### src/rtl/func_unit_if.sv
// Request/result bundle between the operand-read stage and the multi-cycle functional unit.
// The master drives the request and the slave (the functional unit) returns the result and flags.
interface func_unit_if #(
    parameter int SIZE = 16,
    parameter int CNTW = 2
);
    logic            start;
    logic            flush;
    logic [2:0]      op;
    logic            bw;
    logic [CNTW-1:0] cnt;
    logic            cin;
    logic [SIZE-1:0] src;
    logic [SIZE-1:0] dst;
    logic            ready;
    logic            done;
    logic [SIZE-1:0] f_out;
    logic [SIZE-1:0] f_hi;
    logic [3:0]      cvnz;

    modport master (
        output start, flush, op, bw, cnt, cin, src, dst,
        input  ready, done, f_out, f_hi, cvnz
    );

    modport slave (
        input  start, flush, op, bw, cnt, cin, src, dst,
        output ready, done, f_out, f_hi, cvnz
    );
endinterface

### src/rtl/func_unit_seq.sv
// Multi-cycle MSP430-style functional unit: single-cycle ALU ops, bit-serial shifts/rotates
// and a shift-add multiplier. Each step works from either the live inputs (first step) or the working registers.
module func_unit_seq #(
    parameter int SIZE = 16,
    parameter int CNTW = 2
) (
    input  logic        clk,
    input  logic        rst_n,
    func_unit_if.slave  bus
);
    localparam int H  = SIZE / 2;
    localparam int RW = ($clog2(SIZE) > CNTW) ? $clog2(SIZE) : CNTW;

    localparam logic [2:0] OP_ADD  = 3'd0;
    localparam logic [2:0] OP_ADDC = 3'd1;
    localparam logic [2:0] OP_SUB  = 3'd2;
    localparam logic [2:0] OP_AND  = 3'd3;
    localparam logic [2:0] OP_RRA  = 3'd4;
    localparam logic [2:0] OP_RRC  = 3'd5;
    localparam logic [2:0] OP_MPY  = 3'd7;

    typedef enum logic [1:0] {IDLE, SHIFT, MUL} state_t;

    state_t            state_reg, state_next;
    logic [2:0]        op_reg, op_next;
    logic              bw_reg, bw_next;
    logic              carry_reg, carry_next;
    logic [RW-1:0]     rem_reg, rem_next;
    logic [2*SIZE-1:0] acc_reg, acc_next;
    logic [2*SIZE-1:0] mcand_reg, mcand_next;
    logic [SIZE-1:0]   mplier_reg, mplier_next;
    logic              done_reg, done_next;
    logic [SIZE-1:0]   f_out_reg, f_out_next;
    logic [SIZE-1:0]   f_hi_reg, f_hi_next;
    logic [3:0]        cvnz_reg, cvnz_next;

    logic [SIZE-1:0] lo_mask;
    genvar gi;
    generate
        for (gi = 0; gi < SIZE; gi++) begin : g_mask
            assign lo_mask[gi] = (gi < H);
        end
    endgenerate

    logic            idle, accept;
    logic [SIZE-1:0] src_m, dst_m;
    assign idle   = (state_reg == IDLE);
    assign accept = idle && bus.start && !bus.flush;
    assign src_m  = bus.bw ? (bus.src & lo_mask) : bus.src;
    assign dst_m  = bus.bw ? (bus.dst & lo_mask) : bus.dst;

    // ALU path: byte mode has its own narrow adder so carry/overflow come from bit H-1.
    logic [SIZE-1:0] b_op, alu_res;
    logic            ci, alu_c, alu_v, alu_n, alu_z;
    logic [SIZE:0]   sum_w;
    logic [H:0]      sum_b;
    assign b_op  = (bus.op == OP_SUB) ? ~src_m : src_m;
    assign ci    = (bus.op == OP_SUB) || ((bus.op == OP_ADDC) && bus.cin);
    assign sum_w = {1'b0, dst_m} + {1'b0, b_op} + {{SIZE{1'b0}}, ci};
    assign sum_b = {1'b0, dst_m[H-1:0]} + {1'b0, b_op[H-1:0]} + {{H{1'b0}}, ci};

    always_comb begin
        alu_res = sum_w[SIZE-1:0];
        alu_c   = sum_w[SIZE];
        alu_v   = (dst_m[SIZE-1] == b_op[SIZE-1]) && (sum_w[SIZE-1] != dst_m[SIZE-1]);
        if (bus.bw) begin
            alu_res = {{(SIZE-H){1'b0}}, sum_b[H-1:0]};
            alu_c   = sum_b[H];
            alu_v   = (dst_m[H-1] == b_op[H-1]) && (sum_b[H-1] != dst_m[H-1]);
        end
        if (bus.op == OP_AND) begin
            alu_res = dst_m & src_m;
        end
        alu_n = bus.bw ? alu_res[H-1] : alu_res[SIZE-1];
        alu_z = (alu_res == '0);
        if (bus.op == OP_AND) begin
            alu_c = !alu_z;
            alu_v = 1'b0;
        end
    end

    logic [2:0]        cur_op;
    logic              cur_bw, cur_c, last;
    logic [SIZE-1:0]   cur_val, sh_val, cur_mplier;
    logic [2*SIZE-1:0] cur_acc, cur_mcand, mul_acc;
    logic [RW-1:0]     rem_cur, rem_init;
    logic              sh_out, sh_n, sh_z;
    assign cur_op     = idle ? bus.op : op_reg;
    assign cur_bw     = idle ? bus.bw : bw_reg;
    assign cur_c      = idle ? bus.cin : carry_reg;
    assign cur_val    = idle ? dst_m : acc_reg[SIZE-1:0];
    assign cur_acc    = idle ? '0 : acc_reg;
    assign cur_mcand  = idle ? {{SIZE{1'b0}}, src_m} : mcand_reg;
    assign cur_mplier = idle ? dst_m : mplier_reg;
    assign rem_init   = (bus.op == OP_MPY) ? (bus.bw ? RW'(H - 1) : RW'(SIZE - 1)) : RW'(bus.cnt);
    assign rem_cur    = idle ? rem_init : rem_reg;
    assign last       = (rem_cur == '0);
    assign mul_acc    = cur_acc + (cur_mplier[0] ? cur_mcand : '0);

    always_comb begin
        sh_val = cur_val >> 1;
        sh_out = cur_val[0];
        case (cur_op)
            OP_RRA: begin
                if (cur_bw) sh_val[H-1] = cur_val[H-1];
                else        sh_val[SIZE-1] = cur_val[SIZE-1];
            end
            OP_RRC: begin
                if (cur_bw) sh_val[H-1] = cur_c;
                else        sh_val[SIZE-1] = cur_c;
            end
            default: begin
                sh_val = cur_val << 1;
                sh_out = cur_val[SIZE-1];
                if (cur_bw) begin
                    sh_val = sh_val & lo_mask;
                    sh_out = cur_val[H-1];
                end
            end
        endcase
        sh_n = cur_bw ? sh_val[H-1] : sh_val[SIZE-1];
        sh_z = (sh_val == '0);
    end

    logic stepping;
    always_comb begin
        state_next  = state_reg;
        op_next     = op_reg;
        bw_next     = bw_reg;
        carry_next  = carry_reg;
        rem_next    = rem_reg;
        acc_next    = acc_reg;
        mcand_next  = mcand_reg;
        mplier_next = mplier_reg;
        done_next   = 1'b0;
        f_out_next  = f_out_reg;
        f_hi_next   = f_hi_reg;
        cvnz_next   = cvnz_reg;
        stepping    = 1'b0;

        if (idle) begin
            if (accept) begin
                op_next = bus.op;
                bw_next = bus.bw;
                if (!bus.op[2]) begin
                    f_out_next = alu_res;
                    f_hi_next  = '0;
                    cvnz_next  = {alu_c, alu_v, alu_n, alu_z};
                    done_next  = 1'b1;
                end else begin
                    stepping = 1'b1;
                end
            end
        end else if (bus.flush) begin
            state_next = IDLE;
        end else begin
            stepping = 1'b1;
        end

        // The first step happens on the accepting edge, so the busy state lasts one cycle less than the step count.
        if (stepping) begin
            if (cur_op == OP_MPY) begin
                acc_next    = mul_acc;
                mcand_next  = cur_mcand << 1;
                mplier_next = cur_mplier >> 1;
                if (last) begin
                    f_out_next = mul_acc[SIZE-1:0];
                    f_hi_next  = cur_bw ? '0 : mul_acc[2*SIZE-1:SIZE];
                    cvnz_next  = {3'b000, (mul_acc == '0)};
                    done_next  = 1'b1;
                    state_next = IDLE;
                end else begin
                    state_next = MUL;
                    rem_next   = rem_cur - RW'(1);
                end
            end else begin
                acc_next   = {{SIZE{1'b0}}, sh_val};
                carry_next = sh_out;
                if (last) begin
                    f_out_next = sh_val;
                    f_hi_next  = '0;
                    cvnz_next  = {sh_out, 1'b0, sh_n, sh_z};
                    done_next  = 1'b1;
                    state_next = IDLE;
                end else begin
                    state_next = SHIFT;
                    rem_next   = rem_cur - RW'(1);
                end
            end
        end
    end

    always_ff @(posedge clk or negedge rst_n) begin
        if (!rst_n) begin
            state_reg  <= IDLE;
            op_reg     <= '0;
            bw_reg     <= 1'b0;
            carry_reg  <= 1'b0;
            rem_reg    <= '0;
            acc_reg    <= '0;
            mcand_reg  <= '0;
            mplier_reg <= '0;
            done_reg   <= 1'b0;
            f_out_reg  <= '0;
            f_hi_reg   <= '0;
            cvnz_reg   <= '0;
        end else begin
            state_reg  <= state_next;
            op_reg     <= op_next;
            bw_reg     <= bw_next;
            carry_reg  <= carry_next;
            rem_reg    <= rem_next;
            acc_reg    <= acc_next;
            mcand_reg  <= mcand_next;
            mplier_reg <= mplier_next;
            done_reg   <= done_next;
            f_out_reg  <= f_out_next;
            f_hi_reg   <= f_hi_next;
            cvnz_reg   <= cvnz_next;
        end
    end

    assign bus.ready = (state_reg == IDLE) || done_reg;
    assign bus.done  = done_reg;
    assign bus.f_out = f_out_reg;
    assign bus.f_hi  = f_hi_reg;
    assign bus.cvnz  = cvnz_reg;
endmodule

### src/flat_wrapper.sv
// flat-port wrapper written by rule: the top's interface ports become plain ports
module func_unit_seq_flat 
#(
    parameter int SIZE = 16,
    parameter int CNTW = 2
)
  (clk, rst_n, bus_start, bus_flush, bus_op, bus_bw, bus_cnt, bus_cin, bus_src, bus_dst, bus_ready, bus_done, bus_f_out, bus_f_hi, bus_cvnz);
  func_unit_if #(.SIZE(SIZE), .CNTW(CNTW)) bus_i ();
  input  logic clk;
  input  logic rst_n;
  input wire logic [$bits(bus_i.start)-1:0] bus_start;
  input wire logic [$bits(bus_i.flush)-1:0] bus_flush;
  input wire logic [$bits(bus_i.op)-1:0] bus_op;
  input wire logic [$bits(bus_i.bw)-1:0] bus_bw;
  input wire logic [$bits(bus_i.cnt)-1:0] bus_cnt;
  input wire logic [$bits(bus_i.cin)-1:0] bus_cin;
  input wire logic [$bits(bus_i.src)-1:0] bus_src;
  input wire logic [$bits(bus_i.dst)-1:0] bus_dst;
  output wire logic [$bits(bus_i.ready)-1:0] bus_ready;
  output wire logic [$bits(bus_i.done)-1:0] bus_done;
  output wire logic [$bits(bus_i.f_out)-1:0] bus_f_out;
  output wire logic [$bits(bus_i.f_hi)-1:0] bus_f_hi;
  output wire logic [$bits(bus_i.cvnz)-1:0] bus_cvnz;
  assign bus_i.start = bus_start;
  assign bus_i.flush = bus_flush;
  assign bus_i.op = bus_op;
  assign bus_i.bw = bus_bw;
  assign bus_i.cnt = bus_cnt;
  assign bus_i.cin = bus_cin;
  assign bus_i.src = bus_src;
  assign bus_i.dst = bus_dst;
  assign bus_ready = bus_i.ready;
  assign bus_done = bus_i.done;
  assign bus_f_out = bus_i.f_out;
  assign bus_f_hi = bus_i.f_hi;
  assign bus_cvnz = bus_i.cvnz;
  func_unit_seq #(.SIZE(SIZE), .CNTW(CNTW)) u_core (.clk(clk), .rst_n(rst_n), .bus(bus_i));
endmodule
### config.mk
export PLATFORM = sky130hd
export DESIGN_NAME = func_unit_seq_flat
export DESIGN_NICKNAME = d
export VERILOG_FILES = /design/src/rtl/func_unit_if.sv /design/src/rtl/func_unit_seq.sv /design/src/flat_wrapper.sv
export SDC_FILE = /design/constraint.sdc
export NUM_CORES = 1
export LEC_CHECK = 0
export ABC_AREA = 1
export CAP_MARGIN = 20
export CELL_PAD_IN_SITES_DETAIL_PLACEMENT = 1
export CELL_PAD_IN_SITES_GLOBAL_PLACEMENT = 1
export CORE_AREA = 8 8 222 171
export CTS_CLUSTER_SIZE = 40
export DETAILED_ROUTE_END_ITERATION = 16
export DIE_AREA = 0 0 230 179
export PLACE_DENSITY_LB_ADDON = 0.1
export SETUP_SLACK_MARGIN = 0.4
export SYNTH_ARGS = -nofsm -noshare
export SYNTH_HDL_FRONTEND = slang
export SYNTH_SLANG_ARGS = --single-unit
### constraint.sdc
create_clock -name clk -period 6 [get_ports clk]
set_input_delay 1.2 -clock clk [delete_from_list [all_inputs] [get_ports clk]]
set_output_delay 1.2 -clock clk [all_outputs]
set_load 0.02 [all_outputs]
# Yosys cells after proc, flatten, opt, wreduce, memory -nomap -nowiden
# Cells that the tools add are included.
dict set report totals {
  ff_bits 126
  latchBits 0
  ram_bits 0
  romBits 0
  in_bits 43
  wordCells 126
  memories 0
}
dict set report op_classes {
  n_addsub 6
  n_mul 0
  div 0
  order_cmp 0
  eq_ne 12
  shifts 0
  n_mux 71
  bitwise_logic 4
  n_reduce_logical 21
}
# operator n
set op_table {}
lappend op_table {{2-to-1 mux 16 bit} 23}
lappend op_table {{2-to-1 mux 32 bit} 4}
lappend op_table {{2-to-1 mux 4 bit} 10}
lappend op_table {{adder 32 bit} 1}
lappend op_table {{logical NOT 16 bit} 2}
lappend op_table {{logical NOT 32 bit} 1}
lappend op_table {{2-to-1 mux 1 bit} 24}
lappend op_table {{adder 16 x 16 -> 17 bit} 1}
lappend op_table {{adder 17 x 1 -> 17 bit} 1}
lappend op_table {{bitwise AND 16 bit} 1}
lappend op_table {{NOT 16 bit} 1}
lappend op_table {{2-to-1 mux 7 bit} 2}
lappend op_table {{equality test 3 bit (second input constant)} 4}
lappend op_table {{2-to-1 mux 2 bit} 5}
lappend op_table {{AND reduction 2 bit} 5}
lappend op_table {{adder 8 x 8 -> 9 bit} 1}
lappend op_table {{adder 9 x 1 -> 9 bit} 1}
lappend op_table {{equality test 3 x 2 -> 1 bit (second input constant)} 2}
lappend op_table {{logical AND 1 bit} 5}
lappend op_table {{logical NOT 4 bit} 1}
lappend op_table {{case mux 1 bit (2 select lines)} 2}
lappend op_table {{subtractor 4 x 1 -> 4 bit (second input constant)} 1}
lappend op_table {{equality test 3 x 1 -> 1 bit (second input constant)} 1}
lappend op_table {{2-to-1 mux 3 bit} 1}
lappend op_table {{other kinds (9)} 14}

# Longest topological paths before layout
# Gate-level depths: netlist (run 1).
dict set report depth {
  depth_word 16
  depth_mapped 28
  depth_no_buf 25
}

# Worst setup path before layout (run 1)
# OpenSTA, ideal clock, no wires.
dict set report synth_path {
  path_type {input -> register}
  startpoint {input bus_op[2]}
  endpoint {register u_core.cvnz_reg[3], in the netlist u_core.bus.cvnz[3]}
  setup_time_ns 0.116
  arrival_time_ns 4.011
  path_slack_ns 1.873
  cell_stages 22
  path_buffers 1
  path_cell_list {inv_2 -> nand3_1 -> clkbuf_1 -> xnor2_1 -> fa_1 -> inv_1 -> fa_1 -> inv_1 -> nand2_1 -> a21oi_1 -> nand2_1 -> nand2_1 -> nand2_1 -> nand2_1 -> nand2_1 -> nand3_1 -> and2_1 -> nand2_1 -> nor2_1 -> nand4_1 -> nand2_1 -> nand2_1}
}
dict set report synth_via {
  elab_chain_len 15
}
# item line
set synth_lines {}
lappend synth_lines {{start: declaration} flat_wrapper.sv:13} ;# input wire logic [$bits(bus_i.op)-1:0] bus_op;
lappend synth_lines {{equality test 3 x 2 -> 1 bit / equality test 3 x 1 -> 1 bit (equally long branches)} {func_unit_seq.sv:57, func_unit_seq.sv:58}}
lappend synth_lines {{2-to-1 mux 16 bit / logical AND 1 bit (equally long branches)} {func_unit_seq.sv:57, func_unit_seq.sv:58}}
lappend synth_lines {{adder 16 x 16 -> 17 bit (tied with other cells)} func_unit_seq.sv:59} ;# assign sum_w = {1'b0, dst_m} + {1'b0, b_op} + {{SIZE{1'b0}}, ci};
lappend synth_lines {{adder 17 x 1 -> 17 bit / adder 9 x 1 -> 9 bit (equally long branches)} {func_unit_seq.sv:59, func_unit_seq.sv:60}}
lappend synth_lines {{2-to-1 mux 16 bit} func_unit_seq.sv:66} ;# if (bus.bw) begin
lappend synth_lines {{2-to-1 mux 16 bit} func_unit_seq.sv:71} ;# if (bus.op == OP_AND) begin
lappend synth_lines {{logical NOT 16 bit} func_unit_seq.sv:75} ;# alu_z = (alu_res == '0);
lappend synth_lines {{logical NOT 1 bit} func_unit_seq.sv:77} ;# alu_c = !alu_z;
lappend synth_lines {{2-to-1 mux 1 bit} func_unit_seq.sv:76} ;# if (bus.op == OP_AND) begin
lappend synth_lines {{2-to-1 mux 4 bit} func_unit_seq.sv:145} ;# if (!bus.op[2]) begin
lappend synth_lines {{2-to-1 mux 4 bit} func_unit_seq.sv:142} ;# if (accept) begin
lappend synth_lines {{2-to-1 mux 4 bit} func_unit_seq.sv:141} ;# if (idle) begin
lappend synth_lines {{2-to-1 mux 4 bit, on equally long branches} {func_unit_seq.sv:179, func_unit_seq.sv:166}}
lappend synth_lines {{2-to-1 mux 4 bit} func_unit_seq.sv:162} ;# if (cur_op == OP_MPY) begin
lappend synth_lines {{2-to-1 mux 4 bit (*)} func_unit_seq.sv:161} ;# if (stepping) begin
lappend synth_lines {{via u_core.cvnz_next[3]} func_unit_seq.sv:35} ;# logic [3:0] cvnz_reg, cvnz_next;
lappend synth_lines {{end signal: assignment} func_unit_seq.sv:219} ;# cvnz_reg <= cvnz_next;
lappend synth_lines {{end: declaration} func_unit_seq.sv:35}
# Mark *: on every way through the listed nets, which the timed path passes. The rest lies on a longest branch.
# A chain may end at the register's enable or synchronous reset.

# Worst setup path after layout (run 1)
dict set report layout_path {
  startpoint {input bus_bw}
  endpoint {register u_core.cvnz_reg[0], in the netlist u_core.bus.cvnz[0]}
}
dict set report layout_via {
  elab_chain_len 14
}
# item line
set layout_lines {}
lappend layout_lines {{start: declaration} flat_wrapper.sv:14} ;# input wire logic [$bits(bus_i.bw)-1:0] bus_bw;
lappend layout_lines {{2-to-1 mux 16 bit} func_unit_seq.sv:49} ;# assign src_m = bus.bw ? (bus.src & lo_mask) : bus.src;
lappend layout_lines {{NOT 16 bit} func_unit_seq.sv:57} ;# assign b_op = (bus.op == OP_SUB) ? ~src_m : src_m;
lappend layout_lines {{2-to-1 mux 16 bit} func_unit_seq.sv:57}
lappend layout_lines {{adder 16 x 16 -> 17 bit} func_unit_seq.sv:59}
lappend layout_lines {{adder 17 x 1 -> 17 bit} func_unit_seq.sv:59}
lappend layout_lines {{2-to-1 mux 16 bit} func_unit_seq.sv:66}
lappend layout_lines {{2-to-1 mux 16 bit} func_unit_seq.sv:71}
lappend layout_lines {{logical NOT 16 bit} func_unit_seq.sv:75}
lappend layout_lines {{2-to-1 mux 4 bit} func_unit_seq.sv:145}
lappend layout_lines {{2-to-1 mux 4 bit} func_unit_seq.sv:142}
lappend layout_lines {{2-to-1 mux 4 bit} func_unit_seq.sv:141}
lappend layout_lines {{2-to-1 mux 4 bit, on equally long branches} {func_unit_seq.sv:179, func_unit_seq.sv:166}}
lappend layout_lines {{2-to-1 mux 4 bit} func_unit_seq.sv:162}
lappend layout_lines {{2-to-1 mux 4 bit (*)} func_unit_seq.sv:161}
lappend layout_lines {{via u_core.cvnz_next[0]} func_unit_seq.sv:35}
# Marks and branches as above.

==> results of run 1 <==
## path summary, 6_finish.rpt
| check | cells past startpoint | slack (ns) | end |
|---|---|---|---|
| max reg2reg | 19 | 1.76 | u_core.bus.cvnz[0] |
| max | 20 | 1.08 | u_core.bus.cvnz[0] |
| max in group asynchronous | 2 | 4.00 | u_core.acc_reg[4] |
| min in group asynchronous | 1 | 0.82 | u_core.rem_reg[3] |
| min | 2 | 0.47 | u_core.rem_reg[0] |
| min reg2reg | 2 | 0.47 | u_core.rem_reg[0] |
## cell type report
type,instances,area share (%)
Clock buffer,19,3.69
Multi-Input combinational cell,1146,48.0
Sequential cell,126,26.3
Inverter,266,8.32
Clock inverter,13,1.26
Timing Repair Buffer,96,7.68
Tap cell,457,4.76
## through the flow
| stage | std cells | cell area (um^2) | util [%] | setup slack [ns] |
|---|---|---|---|---|
| final | 2123 | 12000 | 35.0 | 1.08 |
| after global routing | 2123 | 12000 | 35.0 | 0.737 |
| after CTS | 2123 | 12000 | 35.0 | 1.09 |
| after detailed placement | 2091 | 11400 | 33.3 | 0.632 |
| after global placement | 2091 | 11400 | 33.3 | 0.692 |
| after floorplan | 1587 | 10200 | - | 1.87 |
## kinds of logic (layout without fill, tap and decap cells)
| family | count (synthesis) | after routing | share of synthesized area (%) |
|---|---|---|---|
| AND/OR/NAND/NOR | 781 | 781 | 31.9 |
| buffers and inverters | 315 | 394 | 12.2 |
| AO/OA/AOI/OAI | 287 | 287 | 16.1 |
| flip-flops | 126 | 126 | 31.1 |
| adder cells (fa/ha/maj) | 50 | 50 | 6.38 |
| XOR/XNOR | 25 | 25 | 2.16 |
| multiplexers | 3 | 3 | 0.296 |
## Yosys cell counts, types with 3 or more instances
cell | count | share of area [%]
nand2_1 | 470 | 17
inv_1 | 250 | 9.2
nor2_1 | 158 | 5.8
dfrtp_1 | 126 | 31
o21ai_0 | 113 | 5.6
nand3_1 | 87 | 4.3
a21oi_1 | 59 | 2.9
ha_1 | 47 | 5.8
o22ai_1 | 35 | 2.2
o21ai_1 | 28 | 1.4
buf_2 | 21 | 1.0
nor3_1 | 21 | 1.0
xor2_1 | 21 | 1.8
clkbuf_1 | 20 | 0.74
inv_2 | 14 | 0.52
o211ai_1 | 13 | 0.96
nand4_1 | 12 | 0.74
nand3b_1 | 9 | 0.67
o221ai_1 | 9 | 0.78
a22oi_1 | 8 | 0.59
or2_2 | 7 | 0.43
o21a_1 | 5 | 0.37
buf_1 | 4 | 0.15
nor2_4 | 4 | 0.44
xnor2_1 | 4 | 0.35
a21o_1 | 3 | 0.22
a31oi_1 | 3 | 0.18
buf_6 | 3 | 0.33
fa_1 | 3 | 0.59
mux2i_1 | 3 | 0.30
nor3_2 | 3 | 0.30
o21ai_2 | 3 | 0.26
o21bai_1 | 3 | 0.22
## critical path, stage by stage
cell and delay, ns:
clkdlybuf4s50_1 0.73, inv_1 0.40, nand2_1 0.27, nand2_1 0.07
o21ai_0 0.14, nor2_1 0.09, ha_1 0.42, nand2_1 0.14
inv_1 0.12, nand2_1 0.11, nor2_1 0.18, nand4_1 0.10
nand3_1 0.16, xor2_1 0.53, nand4_1 0.24, nor2_1 0.13
nand2_1 0.08, nand2_1 0.06, nand2_1 0.06, nand2_1 0.05
## power groups by stage
stage                     Sequential, mW  Clock [mW]  Combinational (mW)
after floorplan                     1.27           0               0.786
after global placement              1.25           0                1.32
after detailed placement            1.26           0                1.34
after CTS                           1.24        1.11                1.35
after global routing                1.27        1.13                1.52
final                               1.24        1.08                1.35
## metal layers
layer	track usage (%)	wire, um	vias up
li1	-	-	5194
met1	32.8	23300	5162
met2	28.1	16100	192
met3	4.11	2160	24
met4	3.90	393	0
met5	0	0	-
## cells in the final DEF, fill, tap and decap left out, types with 4 or more instances in the layout
cell             instances
nand2_1                470
inv_1                  250
nor2_1                 157
dfrtp_1                126
o21ai_0                113
nand3_1                 87
clkdlybuf4s50_1         79
a21oi_1                 59
ha_1                    47
o22ai_1                 35
o21ai_1                 28
xor2_1                  21
nor3_1                  21
clkbuf_16               17
buf_4                   16
inv_2                   14
o211ai_1                13
nand4_1                 12
nand3b_1                 9
o221ai_1                 9
a22oi_1                  8
or2_2                    7
o21a_1                   5
inv_6                    5
xnor2_1                  4
nor2_4                   4
==> flow_summary.json, run 1 <==
{
  "antenna_found_initial": 0,
  "status": "completed",
  "ir_drop_uv": 148,
  "initial_utilization_pct": 29.6,
  "intPower_mw": 2.19,
  "synth_edf_count": 0,
  "grt_pass1_vias": 10700,
  "ctsResizeCount": 0,
  "routed_wl_mm": 41.9,
  "synthesis.area_um2": 10200,
  "portBuffers": 80,
  "drv_cap": 0,
  "first_iter_violations": 763,
  "syn_avg_cell_area_um2": 6.40,
  "htreeDepth": 4,
  "clk_latency_ns": 0.44,
  "largest_register_ffs": 32,
  "grt_max_degree": 87,
  "fmaxAchievable_mhz": 203,
  "p_clk_share_pct": 29.5,
  "syn-num-nets": 1680,
  "skew_ns": 0.0118,
  "drt-vias-per-instance": 4.98,
  "regArea_um2": 3150,
  "clockRootBuffer": "clkbuf_16",
  "route.detailed.drc": 0,
  "leakage_nw": 5.97,
  "worst_pin_slew_ns": 1.05,
  "wl_per_cell_um": 19.7,
  "p_switching_mw": 1.48,
  "regToRegStartpoint": "u_core.state_reg[1]",
  "async_flop_share_pct": 100,
  "yosys_warnings": 0,
  "cts_sinks": 126,
  "comb_power_share_pct": 36.7,
  "ios": 81,
  "finalCriticalPeriod_ns": 4.92,
  "rsz0062_at_grt": "no",
  "ys_seq_area_share_pct": 31.1,
  "nNetsFinal": 1746,
  "setup.worst_path.start": "bus_bw",
  "hold_start": "u_core.rem_reg[0]",
  "p_total_mw": 3.67,
  "num-fill-cells": 4444,
  "die_w_um": 230,
  "cts_tree": "done",
  "cp-end-kind": "flip-flop",
  "grt-ovfl-total": 0,
  "finalHoldViolations": 0,
  "antennaDiodeCount": 0,
  "slew_headroom_pct": 30.2,
  "synth_cell_types": 48,
  "setup.worst_path.class": "primary input to flip-flop",
  "swShare_pct": 40.3,
  "cts_setup_buffers": 0,
  "clockBufferDepth": 2,
  "arrival_ns": 5.30,
  "required_ns": 6.38,
  "syn_to_final_growth_pct": 18.3,
  "ant_nets": 0,
  "first_pass_iters": 5,
  "vias": 10600,
  "die_h_um": 179,
  "whs_ns": 0.474,
  "cp_max_fo": 15,
  "drive_gt1_share_pct": 5.16,
  "cts_buffers": 17,
  "tns_ns": 0,
  "period_share_pct": 82.0,
  "setup_viol": 0,
  "grt_pass1_wl_mm": 65.8,
  "core_um2": 34300,
  "globalplace.congestion": 0.893,
  "final_max_slew_viol_count": 0,
  "power_density_nw_per_um2": 306,
  "hpwl_mm": 34.1,
  "die_area_um2": 41200,
  "multiInputGateArea_um2": 5770,
  "ys_ff_latch": 126,
  "row_count": 59,
  "cts.hold.buffers_added": 0,
  "grt_use_total_pct": 20.7,
  "path_clk_slew_ns": 0.07,
  "sequentialPowerShare_pct": 33.8,
  "start_kind": "primary input",
  "hold_path_class": "flip-flop to flip-flop",
  "ys.flop_type": "dfrtp_1",
  "syn-instance-count": 1587
}
Note: power is estimated with default switching activity, not from simulation.
==> run 2: changes to the inputs <==
==> constraint.sdc (replaced) <==
create_clock -name clk -period 4.1 [get_ports clk]
set_input_delay 0.82 -clock clk [delete_from_list [all_inputs] [get_ports clk]]
set_output_delay 0.82 -clock clk [all_outputs]
set_load 0.02 [all_outputs]
==> run 2 against run 1 <==
  * Setup slack worse by 0.46 ns
  * Combinational power is 64% higher
  * Worst hold slack worse by 0.10 ns
  * Clock skew hardly changed
  * Cell count is 4.1% higher
  * First-iteration DRC count is 8.4% higher
  * Critical path type unchanged
  * Largest power group unchanged
  * Highest routed layer is now met5
==> flow_summary.json, run 2 (synthesis results as in run 1) <==
{
  "status": "completed",
  "path_clk_slew_ns": 0.06,
  "cp_max_fo": 3,
  "worst_pin_slew_ns": 0.742,
  "setup_ws_ns": 0.623,
  "initial_utilization_pct": 29.6,
  "clockRootBuffer": "clkbuf_16",
  "p_total_mw": 5.52,
  "portBuffers": 80,
  "arrival_ns": 3.84,
  "die_area_um2": 41200,
  "ant_nets": 0,
  "pre_cts_slack_ns": -0.273,
  "period_share_pct": 84.8,
  "cts_buffers": 17,
  "finalHoldViolations": 0,
  "globalplace.congestion": 0.905,
  "hpwl_mm": 35.9,
  "antenna_found_initial": 2,
  "final_cell_mix": "nand2_1 (460), inv_1 (247), nor2_1 (150)",
  "cts_tree": "done",
  "die_h_um": 179,
  "leakage_nw": 6.48,
  "grt_pass1_vias": 11000,
  "fmaxAchievable_mhz": 288,
  "tns_ns": 0,
  "drt-vias-per-instance": 4.98,
  "place_area_um2": 12000,
  "grt_pass1_wl_mm": 67.1,
  "setup.worst_path.class": "primary input to flip-flop",
  "wl_per_cell_um": 19.9,
  "num-fill-cells": 4397,
  "vias": 11000,
  "route.detailed.drc": 0,
  "first_iter_violations": 827,
  "ir_drop_uv": 237,
  "row_count": 59,
  "largest_register_ffs": 32,
  "clk_latency_ns": 0.44,
  "cts.hold.buffers_added": 0,
  "layout_commonest_cell": "nand2_1",
  "power_density_nw_per_um2": 427,
  "first_pass_iters": 5,
  "syn_to_final_growth_pct": 27.5,
  "whs_ns": 0.371,
  "start_kind": "primary input",
  "required_ns": 4.47,
  "core_um2": 34300,
  "antennaDiodeCount": 0,
  "die_w_um": 230,
  "routed_wl_mm": 43.9,
  "ios": 81,
  "grt-ovfl-total": 0,
  "nNetsFinal": 1834,
  "drv_cap": 0,
  "clockBufferDepth": 2,
  "hold_path_class": "primary input to async pin",
  "htreeDepth": 4,
  "fin_util_pct": 37.8,
  "grt_use_total_pct": 21.2,
  "rsz0062_at_grt": "no",
  "placed_cells": 2169,
  "slew_headroom_pct": 50.3,
  "setup_viol": 0,
  "fin_area_um2": 12900,
  "final_max_slew_viol_count": 0,
  "cp-end-kind": "flip-flop",
  "skew_ns": 0.0117,
  "drive_gt1_share_pct": 12.9,
  "finalCriticalPeriod_ns": 3.48,
  "stdcell_count": 2209,
  "grt_max_degree": 68,
  "cts_sinks": 126
}
-- run 2: changes by cell type in the layout (fill, tap and decap cells not counted), moves of 8 or more --
cell	previous run	this run
a21oi_1	59	51
nand2_1	470	460
buf_4	16	97
clkdlybuf4s50_1	79	71
nand2_2	1	10
a21oi_2	1	9
-- run 2: final timing paths --
kind | from | cells after the start | slack [ns] | endpoint
worst max-delay path | bus_src[14] | 21 | 0.62 | u_core.bus.cvnz[0]
worst min-delay path | rst_n | 1 | 0.37 | u_core.rem_reg[0]
worst max register to register | u_core.state_reg[1] | 23 | 0.64 | u_core.bus.cvnz[0]
worst min register to register | u_core.mcand_reg[8] | 2 | 0.48 | u_core.mcand_reg[8]
max in group asynchronous | rst_n | 2 | 2.86 | u_core.bus.f_hi[2]
min in group clk | u_core.mcand_reg[8] | 2 | 0.48 | u_core.mcand_reg[8]
-- run 2: final cells by class --
| type | count | area (um^2) | share of cell area [%] |
|---|---|---|---|
| Sequential cell | 126 | 3150 | 24.4 |
| Inverter | 266 | 1000 | 7.76 |
| Multi-Input combinational cell | 1146 | 6010 | 46.4 |
| Timing Repair Buffer | 183 | 1640 | 12.7 |
| Tap cell | 457 | 572 | 4.42 |
| Clock inverter | 10 | 118 | 0.909 |
| Clock buffer | 20 | 437 | 3.37 |
| Timing Repair inverter | 1 | 7.51 | 0.0580 |
-- run 2: critical path: stages --
cell             delay [ns]
clkdlybuf4s50_1        0.52
nand2_1                0.10
nand2_1                0.11
o21ai_0                0.13
nor2_1                 0.14
ha_1                   0.27
nand2_1                0.17
inv_1                  0.10
nand2_1                0.08
nand2_1                0.11
a21oi_2                0.22
nor2_1                 0.07
nor2_1                 0.15
nand3b_1               0.09
nand2_1                0.17
nand4_1                0.18
nor2_1                 0.16
nand2_1                0.09
nand2_1                0.06
nand2_1                0.05
nand2_1                0.05
-- run 2: per-layer routing --
metal / part of all wire [%] / global-route usage, % / up-vias
met5: 0.059 / 0 / -
met4: 1.4 / 4.51 / 4
met3: 6.1 / 4.52 / 44
met2: 38 / 28.6 / 233
met1: 54 / 33.4 / 5343
li1: - / - / 5376
-- run 2: power by group --
part,switching (mW),total (mW),internal [mW]
clock,0.606,1.49,0.888
sequential,0.199,1.82,1.62
combinational,1.40,2.21,0.814
total,2.20,5.52,3.32
-- run 2: what timing repair did --
item	in CTS	in global routing
endpoints found under the setup margin	4	7
gates resized for setup	11	65
cloned	0	1
pin swaps	2	14
buffers inserted	4	5
